`config.mk`:
```
export PLATFORM = sky130hd
export DESIGN_NAME = wb_buffer
export DESIGN_NICKNAME = d
export VERILOG_FILES = /design/src/rtl/wb_pkg.sv /design/src/rtl/wb_fifo.sv /design/src/rtl/wb_buffer.sv
export SDC_FILE = /design/constraint.sdc
export NUM_CORES = 1
export LEC_CHECK = 0
export BUFFER_PORTS_ARGS = -buffer_cell sky130_fd_sc_hd__buf_2
export CAP_MARGIN = 20
export CORE_MARGIN = 3
export CORE_UTILIZATION = 55
export DETAILED_ROUTE_END_ITERATION = 16
export PLACE_DENSITY = 0.78
export SLEW_MARGIN = 40
export SYNTH_ARGS = -nofsm -noshare
export SYNTH_HDL_FRONTEND = slang
export SYNTH_HIERARCHICAL = 1
export SYNTH_SLANG_ARGS = --single-unit
```
`constraint.sdc`:
```
create_clock -name clk -period 4.25 [get_ports clk]
set_input_delay 0.6375 -clock clk [delete_from_list [all_inputs] [get_ports clk]]
set_output_delay 0.6375 -clock clk [all_outputs]
set_load 0.005 [all_outputs]
```
`src/rtl/wb_pkg.sv`:
```
// Shared types and constants for the register-file write-back buffer.
// Forwarding is enabled by defining WB_FWD_EN.
package wb_pkg;

  localparam int REG_IDX_W     = 5;
  localparam int DATA_W        = 32;
  localparam int NUM_ARCH_REGS = 16;

  typedef struct packed {
    logic [REG_IDX_W-1:0] wnum;
    logic [DATA_W-1:0]    wdata;
  } wb_entry_t;

  // r0 is hardwired and indices past the arch file have no storage
  function automatic logic is_arch_reg(
    input logic [REG_IDX_W-1:0] r
  );
    return (r != '0) &&
           (r < REG_IDX_W'(NUM_ARCH_REGS));
  endfunction

endpackage

```
`src/rtl/wb_fifo.sv`:
```
// Circular entry store for wb_buffer: head/tail pointers plus occupancy.
// Build option WB_FWD_EN is handled in wb_buffer, not here.
import wb_pkg::*;

module wb_fifo #(
  parameter int DEPTH = 4
) (
  input  logic                       clk,
  input  logic                       rst,
  input  logic                       push,
  input  logic                       pop,
  input  logic                       flush,
  input  wb_entry_t                  din,
  output wb_entry_t                  head_entry,
  output wb_entry_t [DEPTH-1:0]      slots,
  output logic [$clog2(DEPTH)-1:0]   head,
  output logic [3:0]                 count
);

  localparam int PTR_W = $clog2(DEPTH);

  logic [PTR_W-1:0] tail;

  always_ff @(posedge clk) begin
    if (!rst || flush) begin
      head  <= '0;
      tail  <= '0;
      count <= '0;
    end else begin
      if (push)
        tail <= tail + PTR_W'(1);
      if (pop)
        head <= head + PTR_W'(1);
      count <= count + 4'(push) - 4'(pop);
    end
  end

  always_ff @(posedge clk) begin
    if (push)
      slots[tail] <= din;
  end

  assign head_entry = slots[head];

endmodule

```
`src/rtl/wb_buffer.sv`:
```
// Write-back buffer between execute results and the register-file port.
// Define WB_FWD_EN to enable youngest-entry forwarding on rnum_A/rnum_B.
import wb_pkg::*;

module wb_buffer #(
  parameter int DEPTH = 4
) (
  input  logic                 clk,
  input  logic                 rst,
  input  logic                 in_valid,
  output logic                 in_ready,
  input  logic [REG_IDX_W-1:0] in_wnum,
  input  logic [DATA_W-1:0]    in_wdata,
  input  logic                 rd_req,
  input  logic                 flush,
  output logic                 we,
  output logic [REG_IDX_W-1:0] wnum,
  output logic [DATA_W-1:0]    wdata,
  output logic [15:0]          busy_mask,
  output logic [3:0]           count,
  output logic                 ovf,
  input  logic [REG_IDX_W-1:0] rnum_A,
  input  logic [REG_IDX_W-1:0] rnum_B,
  output logic                 fwd_A_hit,
  output logic                 fwd_B_hit,
  output logic [DATA_W-1:0]    fwd_A_data,
  output logic [DATA_W-1:0]    fwd_B_data
);

  localparam int PTR_W = $clog2(DEPTH);

  wb_entry_t                 din;
  wb_entry_t                 head_entry;
  wb_entry_t [DEPTH-1:0]     slots;
  logic      [PTR_W-1:0]     head;
  logic                      push;
  logic                      pop;

  assign in_ready = (count < 4'(DEPTH)) && !flush;

  // invalid targets are handshaken but never stored
  assign push = in_valid && in_ready &&
                is_arch_reg(in_wnum);
  assign pop  = (count != '0) && !rd_req && !flush;
  assign din  = '{wnum: in_wnum, wdata: in_wdata};

  wb_fifo #(.DEPTH(DEPTH)) u_fifo (
    .clk        (clk),
    .rst        (rst),
    .push       (push),
    .pop        (pop),
    .flush      (flush),
    .din        (din),
    .head_entry (head_entry),
    .slots      (slots),
    .head       (head),
    .count      (count)
  );

  assign we    = pop;
  assign wnum  = pop ? head_entry.wnum  : '0;
  assign wdata = pop ? head_entry.wdata : '0;

  always_ff @(posedge clk) begin
    if (!rst)
      ovf <= 1'b0;
    else if (in_valid && !in_ready && !flush)
      ovf <= 1'b1;
  end

  always_comb begin
    busy_mask = '0;
    for (int a = 0; a < DEPTH; a++) begin
      if (4'(a) < count)
        busy_mask = busy_mask |
          (16'd1 << slots[head + PTR_W'(a)].wnum);
    end
  end

`ifdef WB_FWD_EN
  // walk oldest to youngest so the last match wins
  always_comb begin
    fwd_A_hit  = 1'b0;
    fwd_A_data = '0;
    fwd_B_hit  = 1'b0;
    fwd_B_data = '0;
    for (int a = 0; a < DEPTH; a++) begin
      if (4'(a) < count) begin
        if (rnum_A != '0 &&
            slots[head + PTR_W'(a)].wnum == rnum_A) begin
          fwd_A_hit  = 1'b1;
          fwd_A_data = slots[head + PTR_W'(a)].wdata;
        end
        if (rnum_B != '0 &&
            slots[head + PTR_W'(a)].wnum == rnum_B) begin
          fwd_B_hit  = 1'b1;
          fwd_B_data = slots[head + PTR_W'(a)].wdata;
        end
      end
    end
  end
`else
  logic unused_rnum;
  assign unused_rnum = ^{rnum_A, rnum_B};
  assign fwd_A_hit   = 1'b0;
  assign fwd_B_hit   = 1'b0;
  assign fwd_A_data  = '0;
  assign fwd_B_data  = '0;
`endif

endmodule

```
==> results of run 1 <==
==> worst paths after layout <==
check                       start                to
hold / removal       in_wdata[26]  u_fifo/slots[26]
setup reg to reg  u_fifo/count[3]   u_fifo/count[2]
setup / recovery   u_fifo/head[0]      busy_mask[1]
hold reg to reg               ovf               ovf
==> per-stage QoR <==
stage                     area, um^2  hold slack [ns]  setup slack [ns]  util [%]
after floorplan                 8082           0.4642             1.181         -
after global placement          8278           0.4442             1.175     60.82
after detailed placement        8283           0.4570             1.170     60.86
after CTS                       8872           0.4251            0.7100     65.19
after global routing            8872           0.4223            0.5416     65.19
final                           8872           0.4342            0.7639     65.19
==> cells in the mapped netlist (3+ instances only) <==
cell type | n | area, um^2
inv_1 | 9 | 33.78
nor4_1 | 3 | 18.77
nand3_1 | 5 | 25.02
mux4_1 | 8 | 210.2
clkbuf_1 | 5 | 18.77
nor2b_1 | 12 | 75.07
buf_6 | 4 | 45.04
nor2_1 | 19 | 71.32
dfxtp_1 | 9 | 180.2
edfxtp_1 | 148 | 4444
nand2b_1 | 5 | 31.28
buf_2 | 3 | 15.01
nor4b_4 | 3 | 71.32
and2_1 | 46 | 287.8
a22oi_1 | 10 | 75.07
a32oi_1 | 4 | 35.03
xnor2_1 | 4 | 35.03
mux4_2 | 49 | 1104
buf_4 | 70 | 525.5
ha_1 | 8 | 100.1
nand2_1 | 14 | 52.55
o221ai_1 | 14 | 122.6
a21oi_1 | 3 | 15.01
==> power groups by stage <==
stage | registers (uW) | clock network [uW] | logic, uW
after floorplan | 1750 | 0 | 117
after global placement | 1750 | 0 | 126
after detailed placement | 1750 | 0 | 131
after CTS | 1710 | 1510 | 132
after global routing | 1720 | 1580 | 148
final | 1710 | 1480 | 132
==> cells in the final DEF (no fill, tap or decap), types with 10 or more instances in the layout <==
cell       synthesis  layout
a22oi_1           10      10
buf_2              3     101
and2_1            46      42
conb_1             1      66
clkbuf_16          0      17
nor2_1            19      19
edfxtp_1         148     148
nand2_1           14      14
mux4_2            49      49
o221ai_1          14      14
nor2b_1           12      12
==> cell families after synthesis <==
logic type / count (synthesis) / share of synthesized area [%]
adder cells (fa/ha/maj): 9 / 1.533
other: 1 / 0.04785
XOR/XNOR: 5 / 0.5587
flip-flops: 157 / 59.00
AND/OR/NAND/NOR: 125 / 10.38
multiplexers: 58 / 16.89
AO/OA/AOI/OAI: 34 / 3.448
buffers and inverters: 91 / 8.142
==> final cells by class <==
class,instances,area share [%]
Clock buffer,18,4.837
Clock inverter,14,1.805
Inverter,9,0.3808
Multi-Input combinational cell,297,31.94
Sequential cell,157,52.18
Tap cell,176,2.482
Timing Repair Buffer,109,6.374
==> state kept, by name, indices dropped and copies added, names as in the netlist <==
name          count
u_fifo/slots    148
u_fifo/count      4
u_fifo/head       2
u_fifo/tail       2
ovf               1
==> layer usage <==
layer / GRT usage (%) / vias to the layer above / wire length (um)
met1: 24.81 / 2253 / 5997
met3: 5.970 / 23 / 1146
li1: - / 1983 / -
met2: 35.12 / 196 / 7922
met5: 0 / - / 0
met4: 5.931 / 0 / 204
==> critical path: cells and delay by family, from the launching register on <==
family                 cells  cell delay (ns)
flip-flops                 1             0.62
buffers and inverters      2             0.57
AND/OR/NAND/NOR            3             0.61
multiplexers               1             0.63
==> summary.txt, run 1 <==
antenna fix cells: 0
Worst Clk Skew: 0.01245 ns
dpl cells: 748
antenna violations before repair: 0
Hold Crit Class: in2reg
post-synthesis sequential area ratio: 59.00%
Post-Syn Area: 0.007838 mm^2
crit-path cells: buf_4 -> mux4_2 -> or2_2 -> nand3b_1 -> nand4_1 -> buf_2
latest clock arrival within the worst-skew pair: 0.41 ns
CTS buffer count: 17
ys async rst share: 0%
Sum Neg Setup Slack: 0 ns
DRC Markers: 0
clk root buf: clkbuf_16
Syn Inst Count: 480
Die ar.: 0.01572 mm^2
vias in the first global route: 4618
Pwr Total: 3327 uW
Switching Share: 20.70%
Die Ht: 125.4 um
Routed WL: 15.27 mm
Fill cells: 965
leak pwr: 0.003199 uW
io pins: 178
critical-path maximum fanout: 28
clock network power share: 44.5%
final hold violation count: 0
worst stage delay on the critical path: 0.63 ns
Power Density: 375.0 mW/mm^2
Post-DRT Antenna Nets: 0
net load switching power: 688.6 uW
final cycle utilization of the critical path: 82.03%
slew margin rel.: 58.77%
WS Path Type: reg2out
setup bufs post-CTS: 0
pin slew with the least headroom to its limit: 0.6129 ns
gpl congestion: 0.8607
share of cells above drive strength 1: 33.94%
clock buffer depth: 2
Hold Path Depth: 1
H-tree levels: 4
total congestion overflow: 0
first-pass GRT wire length: 24.72 mm
P_int: 2638 uW
largest net degree at the start of global routing: 42
Die Wd: 125.4 um
CP max-delay cell: mux4_2
Layout Cells excl Fill: 780
multi-input logic area: 0.002834 mm^2
Peak VDD IR: 0.0003269 V
post-cts hold buffer count: 0
vias: 4455
Yosys reg bits: 157
unrepaired setup endpoints after global routing: false
synthesized area per cell: 16.33 um^2
First DRT Iteration DRCs: 310
CTS tree: yes
Synth Flop Type: edfxtp_1
Post-synth EDFFs: 148
Core Box Area: 0.01361 mm^2
Netlist cell types: 42
register area: 0.004629 mm^2
yosys warns: 6
detailed placement HPWL: 10.03 mm
Max Fclk: 0.2869 GHz
drt pass-1 iters: 4
Max Slew Vio Count: 0
reg-to-reg slack, setup: 1.58 ns
crit end category: primary output
Final nets: 652
CP Launch Type: flop
PostCTS Resize Cnt: 0
WL/cell: 19.58 um
status: finished clean
clock slew at reported path FFs: 0.06 ns
Comb pwr share: 4.0%
R2R cell count: 9
Crit path arrival time: 2.85 ns
Final setup viols: 0
CP Data Required Time: 3.61 ns
GRT Total Usage: 20.25%
vias per inst: 5.712
max-cap viol count: 0
# clock sinks: 157
Final min period: 3.486 ns
IO Port Bufs: 101
Initial Utilization: 57.58%
Seq pwr share: 51.5%
Cell Rows: 42
Layout Area Growth over Synthesis: 13.20%
No activity file was read; power rests on OpenSTA's default activity.
==> run 2, diff against run 1 <==
clock period = 3.6 ns   (was 4.25 ns; I/O delays follow)
==> run 2 against run 1 <==
Critical path depth unchanged. Core utilization increased by 0.70 points. Sequential cell count stayed put.
==> summary.txt, run 2 (synthesized netlist as in run 1, its figures left out) <==
GRT Total Usage: 21.00% (was 20.25%)
Power Density: 441.6 mW/mm^2 (was 375.0 mW/mm^2)
P_int: 3124 uW (was 2638 uW)
leak pwr: 0.003248 uW (was 0.003199 uW)
largest net degree at the start of global routing: 41 (was 42)
vias per inst: 5.699 (was 5.712)
Comb pwr share: 4.0% (about the same)
Layout Cells excl Fill: 785 (was 780)
Top Registers: u_fifo/slots (148), u_fifo/count (4) (unchanged)
dpl cells: 753 (was 748)
Final min period: 3.270 ns
# clock sinks: 157 (unchanged)
WS Path Type: reg2out (unchanged)
Die Wd: 125.4 um (unchanged)
net load switching power: 835.4 uW (was 688.6 uW)
unrepaired setup endpoints after global routing: false (unchanged)
share of cells above drive strength 1: 34.65% (was 33.94%)
hold path start: in_wdata[20] (was in_wdata[26])
Initial Utilization: 57.58% (unchanged)
post-cts hold buffer count: 0 (unchanged)
CP Data Required Time: 3.06 ns (was 3.61 ns)
vias: 4474 (was 4455)
Sum Neg Setup Slack: 0 ns (unchanged)
First DRT Iteration DRCs: 287 (was 310)
CP Launch Type: flop (unchanged)
max reg flops: 148 (unchanged)
Peak VDD IR: 0.0003788 V (was 0.0003269 V)
Max Fclk: 0.3058 GHz
drt pass-1 iters: 5 (was 4)
gpl congestion: 0.8825 (was 0.8607)
Crit path arrival time: 2.73 ns (was 2.85 ns)
CTS buffer count: 17 (unchanged)
clock slew at reported path FFs: 0.06 ns (about the same)
Worst Clk Skew: 0.005480 ns (was 0.01245 ns)
vias in the first global route: 4597 (was 4618)
Die Ht: 125.4 um (unchanged)
Hold Crit Class: in2reg (unchanged)
H-tree levels: 4 (unchanged)
final hold violation count: 0 (unchanged)
clk root buf: clkbuf_16 (unchanged)
clock network power share: 44.9% (was 44.5%)
Max Slew Vio Count: 0 (unchanged)
setup bufs post-CTS: 0 (unchanged)
slew margin rel.: 59.93% (was 58.77%)
pin slew with the least headroom to its limit: 0.5956 ns (was 0.6129 ns)
clock buffer depth: 2 (unchanged)
first-pass GRT wire length: 25.61 mm (was 24.72 mm)
latest clock arrival within the worst-skew pair: 0.41 ns (about the same)
critical-path maximum fanout: 21 (was 28)
CTS tree: yes (unchanged)
Seq pwr share: 51.1% (was 51.5%)
Critical R2R Launch: u_fifo/count[3] (unchanged)
DRC Markers: 0 (unchanged)
detailed placement HPWL: 10.68 mm (was 10.03 mm)
IO Port Bufs: 101 (unchanged)
antenna fix cells: 0 (unchanged)
crit end category: primary output (unchanged)
final cycle utilization of the critical path: 90.83%
total congestion overflow: 0 (unchanged)
status: finished clean (unchanged)
Core Box Area: 0.01361 mm^2 (unchanged)
Die ar.: 0.01572 mm^2 (unchanged)
WL/cell: 20.21 um (was 19.58 um)
Switching Share: 21.10% (was 20.70%)
Routed WL: 15.87 mm (was 15.27 mm)
most frequent cells in the layout: 148 x edfxtp_1, 101 x buf_2, 66 x conb_1 (unchanged)
Cell Rows: 42 (unchanged)
crit path launch: u_fifo/head[1] (was u_fifo/head[0])
Layout Area Growth over Synthesis: 14.42% (was 13.20%)
Largest Register: u_fifo/slots (unchanged)
antenna violations before repair: 1 (was 0)
io pins: 178 (unchanged)
Final setup viols: 0 (unchanged)
max-cap viol count: 0 (unchanged)
Post-DRT Antenna Nets: 0 (unchanged)
most common cell after layout, fill and taps aside: edfxtp_1 (unchanged)
Final nets: 657 (was 652)
PostCTS Resize Cnt: 0 (unchanged)
[run 2: changes by cell type in the layout (fill, tap and decap cells not counted), sizes merged]
cell,delta
buf,+5
clkbuf,-1
clkinv,+1
clkinvlp,-2
inv,+2
[run 2: routing by layer]
| metal | share of wire [%] | up-vias | track usage (%) |
|---|---|---|---|
| met5 | 0.050 | - | 0 |
| met4 | 0.61 | 2 | 5.293 |
| met3 | 6.6 | 11 | 5.203 |
| met2 | 52 | 201 | 36.25 |
| met1 | 41 | 2264 | 26.98 |
| li1 | - | 1996 | - |
[run 2: final timing paths]
kind	end	slack, ns	cells past startpoint
max	busy_mask[7]	0.33	6
min reg2reg	ovf	0.46	1
min	u_fifo/slots[94]	0.33	1
max reg2reg	u_fifo/count[2]	1.26	8
[run 2: power by group through the flow]
stage          Combinational [uW]  Clock [uW]  Sequential (uW)
3_3_place_gp                  151           0             2060
3_5_place_dp                  157           0             2060
2_1_floorplan                 138           0             2060
6_report                      159        1780             2020
5_1_grt                       177        1890             2020
4_1_cts                       159        1800             2020
[run 2: area by class of cell]
class | instances | area [um^2]
Clock buffer | 17 | 425.4
Clock inverter | 15 | 176.4
Fill cell | 916 | 4643
Inverter | 9 | 33.78
Multi-Input combinational cell | 297 | 2829
Sequential cell | 157 | 4629
Tap cell | 176 | 220.2
Timing Repair Buffer | 114 | 653.1
[run 2: worst max-delay path, stage by stage, from the launching register on]
cell and delay (ns):
dfxtp_2 0.66, buf_4 0.29, mux4_2 0.58, nor4b_1 0.34
a22oi_1 0.18, o221ai_1 0.11, buf_2 0.15
[run 2: metrics by stage]
stage / cell area, um^2 / total power, uW / hold slack [ns] / utilization [%] / setup WS (ns)
final: 8967 / 3960 / 0.3338 / 65.89 / 0.3303
after global routing: 8967 / 4095 / 0.3282 / 65.89 / 0.1582
after detailed placement: 8366 / 2220 / 0.4500 / 61.46 / 0.7604
after CTS: 8967 / 3984 / 0.3219 / 65.89 / 0.2987
after floorplan: 8082 / 2199 / 0.4642 / - / 0.5314
after global placement: 8366 / 2212 / 0.4446 / 61.46 / 0.7921
==> run 3, diff against run 2 <==
==> constraint.sdc (replaced) <==
create_clock -name clk -period 3.6 [get_ports clk]
set_input_delay 0.72 -clock clk [delete_from_list [all_inputs] [get_ports clk]]
set_output_delay 0.72 -clock clk [all_outputs]
set_load 0.005 [all_outputs]
==> run 3 against run 2 <==
Clock power grew 4%. First-iteration DRC count up 9.1%. Setup slack got worse by 0.090 ns. Combinational power is essentially flat. Die area stayed put. Via count decreased by 0.67%. Cell area is 0.31% higher. Maximum frequency down 2.7%. Sequential share of layout area is 0.16 points lower. Wire length is 3.8% lower. Sequential cell count is the same. Critical path type unchanged. Largest power group unchanged.
==> summary.txt, run 3 (synthesized netlist as in run 1, its figures left out) <==
clock buffer depth: 2 (unchanged)
placed cell areas: 0.008373 mm^2 (was 0.008366 mm^2)
CP delay by family, top: multiplexers (was flip-flops)
Core Box Area: 0.01361 mm^2 (unchanged)
Largest Register: u_fifo/slots (unchanged)
total congestion overflow: 0 (unchanged)
max-cap viol count: 0 (unchanged)
Pwr Total: 4029 uW (was 3960 uW)
Die ar.: 0.01572 mm^2 (unchanged)
Die Ht: 125.4 um (unchanged)
io pins: 178 (unchanged)
Seq pwr share: 50.2% (was 51.1%)
unrepaired setup endpoints after global routing: false (unchanged)
H-tree levels: 4 (unchanged)
Hold Crit Class: reg2reg (was in2reg)
Switching Share: 19.47% (was 21.10%)
Place WS: 0.6508 ns (was 0.7604 ns)
CTS buffer count: 17 (unchanged)
Max Slew Vio Count: 0 (unchanged)
CP max-delay cell: mux4_2 (was dfxtp_2)
Cell Rows: 42 (unchanged)
dpl cells: 754 (was 753)
PostCTS Resize Cnt: 0 (unchanged)
clock network power share: 45.8% (was 44.9%)
Top Registers: u_fifo/slots (148), u_fifo/count (4) (unchanged)
Peak VDD IR: 0.0004294 V (was 0.0003788 V)
crit end category: primary output (unchanged)
antenna violations before repair: 1 (unchanged)
antenna fix cells: 0 (unchanged)
share of cells above drive strength 1: 34.59% (was 34.65%)
Max Fclk: 0.2977 GHz (was 0.3058 GHz)
vias in the first global route: 4474 (was 4597)
Initial Utilization: 57.58% (unchanged)
crit-path cells: buf_4 -> mux4_2 -> nor4b_1 -> a22oi_1 -> o221ai_1 -> buf_2 (unchanged)
critical-path maximum fanout: 22 (was 21)
Final setup viols: 0 (unchanged)
final cycle utilization of the critical path: 93.32% (was 90.83%)
WS Path Type: reg2out (unchanged)
CP Data Required Time: 2.88 ns (was 3.06 ns)
status: finished clean (unchanged)
detailed placement HPWL: 10.76 mm (was 10.68 mm)
CP Launch Type: flop (unchanged)
Final nets: 658 (was 657)
Comb pwr share: 4.0% (about the same)
pin slew with the least headroom to its limit: 0.6013 ns (was 0.5956 ns)
DRC Markers: 0 (unchanged)
Layout Area Growth over Synthesis: 14.77% (was 14.42%)
final instance area: 0.008995 mm^2 (was 0.008967 mm^2)
most common cell after layout, fill and taps aside: edfxtp_1 (unchanged)
vias per inst: 5.654 (was 5.699)
gpl congestion: 0.8536 (was 0.8825)
slew margin rel.: 59.69% (was 59.93%)
CTS tree: yes (unchanged)
setup bufs post-CTS: 0 (unchanged)
Worst Clk Skew: 0.007761 ns (was 0.005480 ns)
Fill cells: 933 (was 916)
max reg flops: 148 (unchanged)
Layout Cells excl Fill: 786 (was 785)
Routed WL: 15.26 mm (was 15.87 mm)
leak pwr: 0.003264 uW (was 0.003248 uW)
first-pass GRT wire length: 24.54 mm (was 25.61 mm)
clk root buf: clkbuf_16 (unchanged)
largest net degree at the start of global routing: 30 (was 41)
GRT Total Usage: 20.06% (was 21.00%)
latest clock arrival within the worst-skew pair: 0.41 ns (about the same)
post-cts hold buffer count: 0 (unchanged)
worst stage delay on the critical path: 0.62 ns (was 0.66 ns)
IO Port Bufs: 101 (unchanged)
P_int: 3244 uW (was 3124 uW)
WL/cell: 19.42 um (was 20.21 um)
vias: 4444 (was 4474)
CP bufs+invs: 2 (unchanged)
First DRT Iteration DRCs: 313 (was 287)
Crit path arrival time: 2.64 ns (was 2.73 ns)
final worst slack: 0.2406 ns (was 0.3303 ns)
Post-DRT Antenna Nets: 0 (unchanged)
Power Density: 447.9 mW/mm^2 (was 441.6 mW/mm^2)
drt pass-1 iters: 6 (was 5)
clock slew at reported path FFs: 0.06 ns (about the same)
# clock sinks: 157 (unchanged)
Sum Neg Setup Slack: 0 ns (unchanged)
net load switching power: 784.5 uW (was 835.4 uW)
most frequent cells in the layout: 148 x edfxtp_1, 101 x buf_2, 66 x conb_1 (unchanged)
Final min period: 3.359 ns (was 3.270 ns)
Die Wd: 125.4 um (unchanged)
final hold violation count: 0 (unchanged)
-- run 3: final cells by class --
type | instances | area [um^2] | area share (%)
sequential | 157 | 4629 | 51.47
multi-input combinational | 297 | 2829 | 31.45
timing repair buffer | 115 | 660.6 | 7.345
clock buffer | 18 | 429.2 | 4.771
tap | 176 | 220.2 | 2.448
clock inverter | 14 | 192.7 | 2.142
inverter | 9 | 33.78 | 0.3756
-- run 3: final timing paths --
check | startpoint | to | slack [ns] | depth (start not counted)
setup / recovery | u_fifo/head[1] | busy_mask[7] | 0.24 | 6
hold reg to reg | ovf | ovf | 0.46 | 1
setup reg to reg | u_fifo/count[3] | u_fifo/count[2] | 1.10 | 9
hold / removal | ovf | ovf | 0.46 | 1
-- run 3: stage by stage --
step	hold slack, ns	util (%)
after detailed placement	0.4523	61.52
after global placement	0.4458	61.52
final	0.4627	66.09
after floorplan	0.4642	-
after global routing	0.5018	66.09
after CTS	0.4669	66.09
-- run 3: worst register-to-register path, delay by kind of cell, from the launching register on --
family | cells | cell delay, ns
and+or+nand+nor | 3 | 0.67
xor gates and xnor gates | 1 | 0.16
adders and majority gates | 3 | 0.91
DFF | 1 | 0.37
buffers and inverters | 2 | 0.27
-- run 3: power groups by stage --
| stage | Clock [uW] | Combinational [uW] | Sequential, uW |
|---|---|---|---|
| after detailed placement | 0 | 158 | 2060 |
| after global placement | 0 | 154 | 2060 |
| final | 1850 | 160 | 2020 |
| after global routing | 1960 | 179 | 2020 |
| after floorplan | 0 | 138 | 2060 |
| after CTS | 1880 | 160 | 2020 |
-- run 3: routing by layer --
layer / routed length [um] / global-route usage, % / up-vias / share of wire [%]
met5: 13 / 0 / - / 0.085
met4: 131 / 5.867 / 2 / 0.86
met3: 1258 / 5.672 / 14 / 8.2
met2: 7996 / 34.01 / 219 / 52
met1: 5863 / 25.46 / 2208 / 38
li1: - / - / 2001 / -
